[src/rtl/prg_loader.sv]
// prg_loader: strips the 2-byte little-endian load-address header from an
// ioctl download and streams the payload into RAM through a ready/valid
// write port. When the download ends cleanly, it can also patch the BASIC
// end-of-program pointers.
module prg_loader #(
    parameter int unsigned ADDR_W    = 16,
    parameter logic [7:0]  DL_INDEX  = 8'h41,
    parameter int unsigned PTR_COUNT = 3,
    parameter logic [15:0] PTR_BASE  = 16'h002A
) (
    input  logic              clk,
    input  logic              reset_n,
    input  logic              ioctl_download,
    input  logic [7:0]        ioctl_index,
    input  logic              ioctl_wr,
    input  logic [24:0]       ioctl_addr,
    input  logic [7:0]        ioctl_dout,
    output logic              ioctl_wait,
    output logic [ADDR_W-1:0] mem_addr,
    output logic [7:0]        mem_din,
    output logic              mem_we,
    input  logic              mem_ready,
    output logic [ADDR_W-1:0] load_addr,
    output logic [ADDR_W:0]   end_addr,
    output logic              busy,
    output logic              done,
    output logic              error
);

    typedef enum logic [2:0] {
        IDLE, HDR_LO, HDR_HI, DATA, WRITE, PTR, FIN
    } state_t;

    localparam logic [ADDR_W-1:0] PTR_BASE_A = ADDR_W'(PTR_BASE);
    localparam logic [7:0]        PTR_LAST   = (PTR_COUNT > 0) ? 8'(2 * PTR_COUNT - 1) : 8'd0;
    localparam bit                PTR_EN     = (PTR_COUNT > 0);

    state_t              state, state_n;
    logic [24:0]         byte_cnt, byte_cnt_n;
    logic [7:0]          hdr_lo, hdr_lo_n;
    // One bit wider than the address so "one past the top of memory" is representable
    logic [ADDR_W:0]     wptr, wptr_n;
    logic [ADDR_W-1:0]   load_addr_n, mem_addr_n;
    logic [ADDR_W:0]     end_addr_n;
    logic [7:0]          mem_din_n, ptr_idx, ptr_idx_n;
    logic                mem_we_n, error_n;
    logic                wr_hit, addr_bad;
    logic [15:0]         end16;

    assign wr_hit     = ioctl_wr && (ioctl_index == DL_INDEX);
    assign addr_bad   = (ioctl_addr != byte_cnt);
    assign end16      = 16'(end_addr);
    assign ioctl_wait = (state == WRITE);
    assign busy       = (state != IDLE);
    assign done       = (state == FIN);

    // State and datapath registers
    always_ff @(posedge clk or negedge reset_n) begin
        if (!reset_n) begin
            state     <= IDLE;
            byte_cnt  <= '0;
            hdr_lo    <= '0;
            wptr      <= '0;
            load_addr <= '0;
            end_addr  <= '0;
            mem_addr  <= '0;
            mem_din   <= '0;
            mem_we    <= 1'b0;
            error     <= 1'b0;
            ptr_idx   <= '0;
        end else begin
            state     <= state_n;
            byte_cnt  <= byte_cnt_n;
            hdr_lo    <= hdr_lo_n;
            wptr      <= wptr_n;
            load_addr <= load_addr_n;
            end_addr  <= end_addr_n;
            mem_addr  <= mem_addr_n;
            mem_din   <= mem_din_n;
            mem_we    <= mem_we_n;
            error     <= error_n;
            ptr_idx   <= ptr_idx_n;
        end
    end

    // Next-state and next-register computation
    always_comb begin
        state_n     = state;
        byte_cnt_n  = byte_cnt;
        hdr_lo_n    = hdr_lo;
        wptr_n      = wptr;
        load_addr_n = load_addr;
        end_addr_n  = end_addr;
        mem_addr_n  = mem_addr;
        mem_din_n   = mem_din;
        mem_we_n    = mem_we;
        error_n     = error;
        ptr_idx_n   = ptr_idx;
        case (state)
            IDLE: begin
                if (ioctl_download && (ioctl_index == DL_INDEX)) begin
                    state_n    = HDR_LO;
                    error_n    = 1'b0;
                    byte_cnt_n = '0;
                end
            end
            HDR_LO: begin
                if (!ioctl_download) begin
                    error_n = 1'b1;
                    state_n = FIN;
                end else if (wr_hit) begin
                    byte_cnt_n = byte_cnt + 25'd1;
                    if (addr_bad) error_n = 1'b1;
                    hdr_lo_n = ioctl_dout;
                    state_n  = HDR_HI;
                end
            end
            HDR_HI: begin
                if (!ioctl_download) begin
                    error_n = 1'b1;
                    state_n = FIN;
                end else if (wr_hit) begin
                    byte_cnt_n = byte_cnt + 25'd1;
                    if (addr_bad) error_n = 1'b1;
                    load_addr_n = ADDR_W'({ioctl_dout, hdr_lo});
                    wptr_n      = {1'b0, ADDR_W'({ioctl_dout, hdr_lo})};
                    end_addr_n  = {1'b0, ADDR_W'({ioctl_dout, hdr_lo})};
                    state_n     = DATA;
                end
            end
            DATA: begin
                if (!ioctl_download) begin
                    // Pointers only describe a real program: need payload and a clean load
                    if (PTR_EN && (end_addr != {1'b0, load_addr}) && !error) begin
                        ptr_idx_n = '0;
                        state_n   = PTR;
                    end else begin
                        state_n = FIN;
                    end
                end else if (wr_hit) begin
                    byte_cnt_n = byte_cnt + 25'd1;
                    if (addr_bad) error_n = 1'b1;
                    if (wptr[ADDR_W]) begin
                        error_n = 1'b1;
                    end else begin
                        mem_addr_n = wptr[ADDR_W-1:0];
                        mem_din_n  = ioctl_dout;
                        mem_we_n   = 1'b1;
                        state_n    = WRITE;
                    end
                end
            end
            WRITE: begin
                if (wr_hit) error_n = 1'b1;
                if (mem_ready) begin
                    mem_we_n   = 1'b0;
                    wptr_n     = wptr + 1'b1;
                    end_addr_n = wptr + 1'b1;
                    state_n    = DATA;
                end
            end
            PTR: begin
                if (!mem_we) begin
                    mem_addr_n = PTR_BASE_A + ADDR_W'(ptr_idx);
                    mem_din_n  = ptr_idx[0] ? end16[15:8] : end16[7:0];
                    mem_we_n   = 1'b1;
                end else if (mem_ready) begin
                    mem_we_n = 1'b0;
                    if (ptr_idx == PTR_LAST) state_n = FIN;
                    else                     ptr_idx_n = ptr_idx + 8'd1;
                end
            end
            FIN: begin
                state_n = IDLE;
            end
            default: begin
                state_n = IDLE;
            end
        endcase
    end

endmodule

[config.mk]
export PLATFORM = sky130hd
export DESIGN_NAME = prg_loader
export DESIGN_NICKNAME = d
export VERILOG_FILES = /design/src/rtl/prg_loader.sv
export SDC_FILE = /design/constraint.sdc
export NUM_CORES = 1
export LEC_CHECK = 0
export ABC_AREA = 1
export BUFFER_PORTS_ARGS = -buffer_cell sky130_fd_sc_hd__buf_2
export CAP_MARGIN = 20
export CORE_UTILIZATION = 45
export CTS_CLUSTER_DIAMETER = 50
export CTS_CLUSTER_SIZE = 24
export DETAILED_ROUTE_END_ITERATION = 10
export PLACE_DENSITY = 0.72
export SLEW_MARGIN = 20
export SYNTH_ARGS = -nofsm -noshare
export SYNTH_HDL_FRONTEND = slang
export SYNTH_SLANG_ARGS = --single-unit
[constraint.sdc]
create_clock -name clk -period 1.7 [get_ports clk]
set_input_delay 0.17 -clock clk [delete_from_list [all_inputs] [get_ports clk]]
set_output_delay 0.17 -clock clk [all_outputs]
set_load 0.01 [all_outputs]
==> results of run 1 <==
[synthesized netlist by cell type, types with 3 or more instances]
cell	instances	area share, %
xor2_1	25	3.3
o21ai_1	5	0.38
nand4_1	13	1.2
o21ai_0	73	5.6
inv_4	3	0.29
buf_2	7	0.53
o31ai_1	4	0.46
ha_1	5	0.95
inv_1	95	5.4
nor2_1	80	4.6
nand3_1	59	4.5
a31oi_1	4	0.38
nand3_4	3	0.80
buf_6	6	1.0
clkbuf_1	8	0.46
nor3_1	24	1.8
nand2_2	7	0.67
o221ai_1	5	0.67
xnor2_1	7	0.93
buf_4	4	0.46
o22ai_1	6	0.57
inv_2	5	0.29
nor2_2	5	0.48
o31ai_2	7	1.3
o211ai_1	9	1.0
or2_2	4	0.38
nor2_4	3	0.51
nor3_2	4	0.61
nand2_1	275	16
a21oi_1	20	1.5
dfrtp_1	103	39
[per-stage QoR]
| step | utilization [%] | total power [mW] | std cells | hold WS, ns |
|---|---|---|---|---|
| 2_1_floorplan | - | 6.14 | 903 | -0.126 |
| 3_3_place_gp | 55.8 | 8.07 | 1247 | 0.107 |
| 3_5_place_dp | 55.8 | 8.14 | 1247 | 0.108 |
| 4_1_cts | 58.7 | 10.6 | 1268 | 0.0459 |
| 5_1_grt | 61.4 | 11.7 | 1284 | 0.0642 |
| 6_report | 61.4 | 11.0 | 1284 | 0.0543 |
[repair_timing]
item | in CTS | in global routing
endpoints found under the hold margin | 22 | 0
hold buffers | 1 | 0
setup endpoints to repair | 24 | 67
pin swaps | 0 | 24
gates resized for setup | 8 | 88
gates cloned | 0 | 1
setup buffers | 4 | 15
[routing by layer]
layer | GRT usage (%) | vias to the layer above
met5 | 0 | -
met4 | 9.76 | 0
met3 | 5.07 | 44
met2 | 43.6 | 295
met1 | 36.8 | 3116
li1 | - | 3323
[sequential cells by signal, indices dropped and copies added (netlist names)]
name and flops:
state 3, mem_we 1, mem_din 8, load_addr 16
error 1, mem_addr 16, byte_cnt 25, wptr 17
ptr_idx 8, hdr_lo 8
[worst max-delay path: stages (launching register included)]
cell and delay [ns]:
dfrtp_1 0.42, ha_2 0.22, nand2_2 0.06, nor2_1 0.10, buf_4 0.16, nand2_4 0.08
buf_4 0.16, nor2_2 0.11, xor2_1 0.15, nand3_1 0.07, o21ai_0 0.07
[cell usage in the layout, fill, tap and decap left out, types with 7 or more instances in the layout]
master / synthesis / layout
a21oi_1: 20 / 18
buf_2: 7 / 106
buf_4: 4 / 93
clkbuf_16: 0 / 9
dfrtp_1: 103 / 91
dfrtp_2: 0 / 12
inv_1: 95 / 86
inv_2: 5 / 10
nand2_1: 275 / 266
nand2_2: 7 / 12
nand3_1: 59 / 56
nand4_1: 13 / 13
nor2_1: 80 / 73
nor2_2: 5 / 10
nor3_1: 24 / 13
nor3_2: 4 / 12
o211ai_1: 9 / 9
o21ai_0: 73 / 66
o21ai_1: 5 / 10
o31ai_2: 7 / 8
xnor2_1: 7 / 7
xor2_1: 25 / 25
[cell type report]
type	count	area, um2	area share [%]
tap	180	225	2.61
multi-input combinational	669	3650	42.3
clock inverter	5	86.3	1.00
timing repair buffer	211	1400	16.2
clock buffer	11	253	2.93
sequential	103	2590	30.0
inverter	105	419	4.86
[worst paths after layout]
path | to | slack (ns) | startpoint
worst min-delay path | wptr[11] | 0.05 | ioctl_dout[3]
worst max-delay path | wptr[16] | 0.03 | wptr[0]
max in group asynchronous | mem_din[5] | 0.81 | reset_n
worst max register to register | wptr[16] | 0.03 | wptr[0]
worst min register to register | hdr_lo[6] | 0.48 | hdr_lo[6]
min in group asynchronous | load_addr[3] | 0.26 | reset_n
[power groups by stage]
stage          logic, mW  registers [mW]  clock network (mW)
4_1_cts             4.77            3.47                2.40
6_report            5.17            3.49                2.37
2_1_floorplan       2.45            3.69                   0
5_1_grt             5.64            3.55                2.48
3_3_place_gp        4.54            3.54                   0
3_5_place_dp        4.59            3.55                   0
[cells by family (layout without fill, tap and decap cells)]
kind of cell / count (synthesis) / in the layout
fa+ha+maj: 5 / 5
mux: 2 / 2
flops: 103 / 103
simple gates: 486 / 487
buf+inv: 132 / 332
compound gates: 143 / 143
xor+xnor: 32 / 32
==> impl_metrics.toml, run 1 <==
[run_status]
outcome = "finished, final reports clean"

[clock_tree]
cts_htree_levels = 3
clk_latency_ns = 0.37
cts_root_buf = "clkbuf_16"
clockBufferDepth = 2
cts.sinks = 103
cts_tree = "yes"
numCtsBuffers = 9
clk_pin_slew_ns = 0.07

[global_routing]
antenna_found_initial = 0
grt.total_usage_pct = 27.2
grt_start_max_net_pins = 52
grt_overflow_total = 0
grt_pass1_wl_um = 31400
grt_pass1_vias = 6317

[synthesis]
synth_cell_types = 52
synth_xor_xnor_area_share_pct = 4.26
synth_top_flop_cell = "dfrtp_1"
yosysWarnings = 0
synthSimpleGateAreaFrac_pct = 32.7
netlist_instances = 903
syn-num-nets = 954
synth.avg_cell_area_um2 = 7.28
synth_fa_ha_area_share_pct = 0.951
netlist_area_um2 = 6580
synth_mux_area_share_pct = 0.457
ys_seq_area_share_pct = 39.2
synth_top_family_by_area = "simple AND/OR/NAND/NOR gates"
synth_compound_area_share_pct = 13.5
synth-edff-count = 0
synth-async-reset-ratio_pct = 100
ys_ff_latch = 103

[routing]
wl_met2_um = 9290
drtIter0Drc = 619
first_pass_iters = 6
top_layer_used = "met4"
drcViolationCount = 0
ant_nets = 0
vias_per_cell = 5.28
met3_length_um = 1360
wl_per_cell_um = 15.5
num_vias = 6778
drt-met1-wl_um = 8670
routed_wl_um = 19900

[critical_path]
crit_arrival_ns = 1.95
critical_path.startpoint_type = "register"
crit_required_ns = 1.99
crit_fanout = 4
rr_worst_depth = 10
worstSetupPathType = "register to register"
worstSetupEndpointType = "register"

[placed_design]
dp_slack_ns = -0.0522
port_buffers = 107
placed_cell_area_um2 = 7840
globalplace.congestion = 0.945
hpwl_um = 14800

[sta]
setup_viol = 0
hold_viol = 0
grt_setup_unrepaired = "true"
post-route-min-period_ns = 1.67
tns_ns = 0
worst_pin_slew_ns = 0.382
max_freq_mhz = 599
maxSlewViolCount = 0
slew_headroom_pct = 74.4
period_share_pct = 98.2
fin_worst_skew_ns = 0.0120
fin_ws_ns = 0.0304

[power]
switching_share_pct = 40.9
pwr-share-comb_pct = 46.9
internal_power_mw = 6.52
irDropWorstVdd_uv = 871
power_leakage_nw = 4.28
p_per_area_nw_per_um2 = 1280
seq_power_share_pct = 31.7
p_sw_mw = 4.51
p_clk_share_pct = 21.5

[floorplan]
coreArea_um2 = 14000
fp.dieArea_um2 = 15100
die_x_um = 123
start_util_pct = 46.8
rows = 43
ios = 108
dieHeight_um = 123

[layout]
layout-drive-gt1-share_pct = 30.9
final_area_um2 = 8630
areaGrowthSynthToFinish_pct = 31.2
nFillCells = 1226
nets = 1150
num_antenna_cells = 0

[worst_hold_path]
holdCritPathClass = "primary input to register"
whs_path_depth = 3

[job]
cap_viol_max_count = 0
(Power assumes the default switching activity.)
==> run 2: changes to the inputs <==
- RECOVER_POWER: unset -> 50
==> impl_metrics.toml, run 2 (same netlist as run 1, synthesis figures left out) <==
[run_status]
outcome = "finished, final reports clean"

[routing]
wl_per_cell_um = 15.6
first_pass_iters = 5
num_vias = 6781
routed_wl_um = 20000
ant_nets = 0
drtIter0Drc = 625
drcViolationCount = 0
vias_per_cell = 5.28

[floorplan]
start_util_pct = 46.8
die_x_um = 123
coreArea_um2 = 14000
ios = 108
fp.dieArea_um2 = 15100
dieHeight_um = 123
rows = 43

[sta]
slew_headroom_pct = 52.5
grt_setup_unrepaired = "true"
maxSlewViolCount = 0
setup_viol = 0
worst_pin_slew_ns = 0.713
post-route-min-period_ns = 1.67
fin_worst_skew_ns = 0.0124
period_share_pct = 98.5
hold_viol = 0
max_freq_mhz = 597
fin_ws_ns = 0.0252

[global_routing]
grt_pass1_wl_um = 31400
antenna_found_initial = 0
grt_pass1_vias = 6317
grt_start_max_net_pins = 52
grt_overflow_total = 0
grt.total_usage_pct = 27.2

[critical_path]
worstSetupEndpoint = "wptr[16]"
rrSetupSlack_ns = 0.03
r2r_start = "wptr[0]"
worstSetupPathType = "register to register"
crit_fanout = 4
rr_worst_depth = 10
critical_path.startpoint_type = "register"
crit_start = "wptr[0]"
crit_required_ns = 1.99
crit_arrival_ns = 1.96
worstSetupEndpointType = "register"
reg2reg_to = "wptr[16]"

[worst_hold_path]
holdCritPathClass = "primary input to register"

[power]
irDropWorstVdd_uv = 875
p_per_area_nw_per_um2 = 1280
power_leakage_nw = 4.22

[layout]
num_antenna_cells = 0
nFillCells = 1244
top_regs = "byte_cnt (25), wptr (17)"
nets = 1150
final_cell_mix = "nand2_1 (266), dfrtp_1 (91), buf_4 (90)"
layout-drive-gt1-share_pct = 28.9
largest_reg_flops = 25
top_register = "byte_cnt"
final_util_pct = 61.2
areaGrowthSynthToFinish_pct = 30.7
layout.cells.most_common = "nand2_1"

[job]
cap_viol_max_count = 0

[placed_design]
dp_slack_ns = -0.0522
hpwl_um = 14800
port_buffers = 107
globalplace.congestion = 0.945

[clock_tree]
cts_htree_levels = 3
clk_latency_ns = 0.37
clockBufferDepth = 2
cts.sinks = 103
cts_root_buf = "clkbuf_16"
clk_pin_slew_ns = 0.07
numCtsBuffers = 9
cts_tree = "yes"
[run 2: cell types whose count changed in the layout (fill, tap and decap cells not counted), sizes merged]
cell and delta:
buf -24, clkbuf +24
[run 2: layout make-up]
type	count	area (um2)	share of cell area [%]
Multi-Input combinational cell	669	3650	42.5
Sequential cell	103	2590	30.2
Timing Repair Buffer	211	1370	15.9
Inverter	105	419	4.88
Clock buffer	11	253	2.94
Tap cell	180	225	2.62
Clock inverter	5	86.3	1.00
[run 2: per-layer routing]
metal / up-vias / global-route usage, % / wire [um]
li1: 3322 / - / -
met1: 3137 / 36.8 / 8770
met2: 283 / 43.6 / 9370
met3: 39 / 5.07 / 1280
met4: 0 / 9.76 / 587
met5: - / 0 / 0
[run 2: how the worst min path moves through the flow]
stage / to / depth (start not counted) / start / slack, ns
after global placement: hdr_lo[5] / 1 / reset_n / 0.11
after detailed placement: load_addr[5] / 1 / reset_n / 0.11
after global routing: wptr[11] / 3 / ioctl_dout[3] / 0.06
final: wptr[11] / 3 / ioctl_dout[3] / 0.05
after CTS: wptr[11] / 3 / ioctl_dout[3] / 0.05
after floorplan: byte_cnt[0] / 0 / reset_n / -0.13
[run 2: critical path, cell delays in order (launching register included)]
cell,delay (ns)
dfrtp_1,0.42
ha_2,0.22
nand2_2,0.06
nor2_1,0.10
buf_4,0.15
nand2_4,0.08
buf_4,0.16
nor2_2,0.11
xor2_1,0.15
nand3_1,0.07
o21ai_0,0.07
[run 2: report_power, final]
part           total (mW)  switching (mW)  internal [mW]
logic                5.10            3.05           2.05
registers            3.50           0.491           3.01
clock network        2.38           0.990           1.39
[run 2: what timing repair did]
action                                  CTS  global route
endpoints found under the setup margin   24            67
hold buffers                              1             0
pin swaps                                 0            24
buffers inserted                          4            15
hold endpoints to repair                 22             0
cloned                                    0             1
resized for setup                         8            88
[run 2: stage by stage]
stage	hold WS [ns]	power, mW	TNS, ns	area, um2	cells
2_1_floorplan	-0.126	6.14	0	6580	903
3_3_place_gp	0.107	8.07	0	7840	1247
3_5_place_dp	0.108	8.14	-0.260	7840	1247
4_1_cts	0.0459	10.6	0	8240	1268
5_1_grt	0.0642	11.6	-0.932	8590	1284
6_report	0.0536	11.0	0	8590	1284
==> run 3: changes to the inputs <==
- ABC_AREA: 1 -> unset
- MAX_ROUTING_LAYER: unset -> met4
==> impl_metrics.toml, run 3 <==
[layout]
top_register = "byte_cnt"
layout-drive-gt1-share_pct = 41.2
largest_reg_flops = 25
nets = 953
multi_input_area_um2 = 3480
ff_latch_area_um2 = 2590
nFillCells = 990
top_regs = "byte_cnt (25), wptr (17)"
areaGrowthSynthToFinish_pct = 45.7
final_cell_mix = "buf_4 (136), nand2_1 (104), buf_2 (104)"
final_area_um2 = 8640
layout.cells.most_common = "buf_4"

[critical_path]
crit_start = "state[1]"
slowest_stage = "dfrtp_2"
worstSetupEndpointType = "register"
worstPathCellList = "buf_6, nor2_4, buf_4, a211oi_2, a311oi_1, buf_4, a21oi_1, a211o_1"
crit_arrival_ns = 2.08
worstSetupPathType = "register to register"
reg2reg_to = "state[0]"
cp.depth = 8
slowest_delay_ns = 0.45
rr_worst_depth = 8
crit_required_ns = 1.94
critical_path.startpoint_type = "register"
r2r_start = "state[1]"
path_delay_family = "compound AO/OA/AOI/OAI gates"
cp_common_cell = "buf_4"
crit_fanout = 5
rrSetupSlack_ns = -0.14
cp.buffers_inverters = 3

[routing]
drtIter0Drc = 709
vias_per_cell = 5.87
ant_nets = 0
first_pass_iters = 7
num_vias = 6337
drcViolationCount = 0
wl_per_cell_um = 18.9
routed_wl_um = 20500

[clock_tree]
clk_pin_slew_ns = 0.07
cts.sinks = 103
clockBufferDepth = 2
numCtsBuffers = 9
cts_tree = "yes"
clk_latency_ns = 0.36
cts_htree_levels = 3
cts_root_buf = "clkbuf_16"

[synthesis]
synth.most_common_cell = "nand2_1"
netlist_instances = 663
synth-async-reset-ratio_pct = 100
synth-edff-count = 0
synth_cell_types = 64
synthTopCellsByCount = "nand2_1 (108), dfrtp_1 (103), nor2_1 (50)"
synth.top_cell.area_share_pct = 43.4
yosysWarnings = 0
netlist_area_um2 = 5930
synth.avg_cell_area_um2 = 8.95
ys_ff_latch = 103
ys_seq_area_share_pct = 43.4
synth_top_cell_by_area = "dfrtp_1"
synth.area.top_cells = "dfrtp_1 (43%), nand2_1 (6.8%), xnor2_1 (4.9%)"
syn-num-nets = 714
synth_top_flop_cell = "dfrtp_1"

[sta]
setup_viol = 29
max_freq_mhz = 544
period_share_pct = 108
hold_viol = 0
grt_setup_unrepaired = "true"
maxSlewViolCount = 0
post-route-min-period_ns = 1.84
tns_ns = -1.58
slew_headroom_pct = 35.1
fin_worst_skew_ns = 0.0105
fin_ws_ns = -0.137
worst_pin_slew_ns = 0.973
hold_ws_ns = 0.0776

[power]
p_clk_share_pct = 23.3
irDropWorstVdd_uv = 674
p_per_area_nw_per_um2 = 1150
pwr-share-comb_pct = 44.9
switching_share_pct = 36.6
internal_power_mw = 6.29
power_leakage_nw = 4.21
seq_power_share_pct = 31.8
p_sw_mw = 3.64

[placed_design]
hpwl_um = 13500
port_buffers = 107
globalplace.congestion = 0.940
placed_cell_area_um2 = 7620

[floorplan]
dieHeight_um = 117
fp.dieArea_um2 = 13600
start_util_pct = 46.6
coreArea_um2 = 12700
rows = 41
die_x_um = 117
ios = 108

[run_status]
violations = "setup timing"
outcome = "finished with violations"

[global_routing]
grt_overflow_total = 0
antenna_found_initial = 1
grt_pass1_wl_um = 30400
grt_start_max_net_pins = 104
grt.total_usage_pct = 30.2
grt_pass1_vias = 5907

[worst_hold_path]
whs_path_depth = 3
hp-start = "ioctl_dout[7]"
min_to = "load_addr[15]"
holdCritPathClass = "primary input to register"

[job]
cap_viol_max_count = 0
-- run 3: what timing repair did --
action                                  CTS  global route
hold endpoints to repair                103             0
pin swaps                                18            14
buffers inserted                         16            13
hold buffers                              1             0
endpoints found under the setup margin   56            84
gates cloned                              0             6
gates resized for setup                  48            47
-- run 3: routing by layer --
metal / global-route usage (%) / vias to the layer above / part of all wire [%]
li1: - / 2828 / -
met1: 38.2 / 3125 / 41
met2: 48.2 / 323 / 48
met3: 6.49 / 61 / 7.2
met4: 10.5 / 0 / 3.2
met5: - / - / 0
-- run 3: how the worst max path moves through the flow --
stage                 endpoint  slack [ns]
finish                state[0]       -0.14
global route          state[0]       -0.21
CTS                  hdr_lo[4]       -0.09
detailed placement  ptr_idx[1]       -0.22
global placement      state[1]       -0.23
floorplan           ptr_idx[1]       -0.31
-- run 3: kinds of logic after synthesis --
logic type / Yosys count / share of synthesized area, %
xor gates and xnor gates: 66 / 9.74
AOI/OAI and AO/OA: 142 / 14.7
buffers and inverters: 55 / 3.82
DFF: 103 / 43.4
and+or+nand+nor: 268 / 22.5
muxes: 24 / 4.74
adders and majority gates: 5 / 1.05
-- run 3: per-stage QoR --
| step | util, % | worst slack (ns) | total power [mW] | instances |
|---|---|---|---|---|
| floorplan | - | -0.312 | 4.89 | 663 |
| global placement | 59.9 | -0.232 | 6.53 | 1027 |
| detailed placement | 59.9 | -0.217 | 6.63 | 1027 |
| CTS | 64.9 | -0.0873 | 9.31 | 1060 |
| global route | 67.9 | -0.206 | 10.4 | 1080 |
| finish | 67.9 | -0.137 | 9.93 | 1080 |
-- run 3: power groups by stage --
stage | clock network [mW] | registers [mW] | logic, mW
5_1_grt | 2.42 | 3.19 | 4.77
2_1_floorplan | 0 | 3.24 | 1.65
6_report | 2.31 | 3.16 | 4.46
4_1_cts | 2.32 | 3.13 | 3.85
3_5_place_dp | 0 | 3.16 | 3.47
3_3_place_gp | 0 | 3.14 | 3.39
-- run 3: worst reg2reg max path, delay by kind of cell (launching register included) --
kind / cells / cell delay (ns)
compound gates: 4 / 0.64
buf+inv: 3 / 0.47
flops: 1 / 0.45
simple gates: 1 / 0.16
-- run 3: final cells by class --
type,count,area share [%]
well taps,172,2.49
clock buffers,10,2.65
flip-flops and latches,103,29.9
clock inverters,6,1.07
repair buffers,271,23.0
diodes,1,0.0289
inverters,12,0.579
multi-input cells,505,40.2
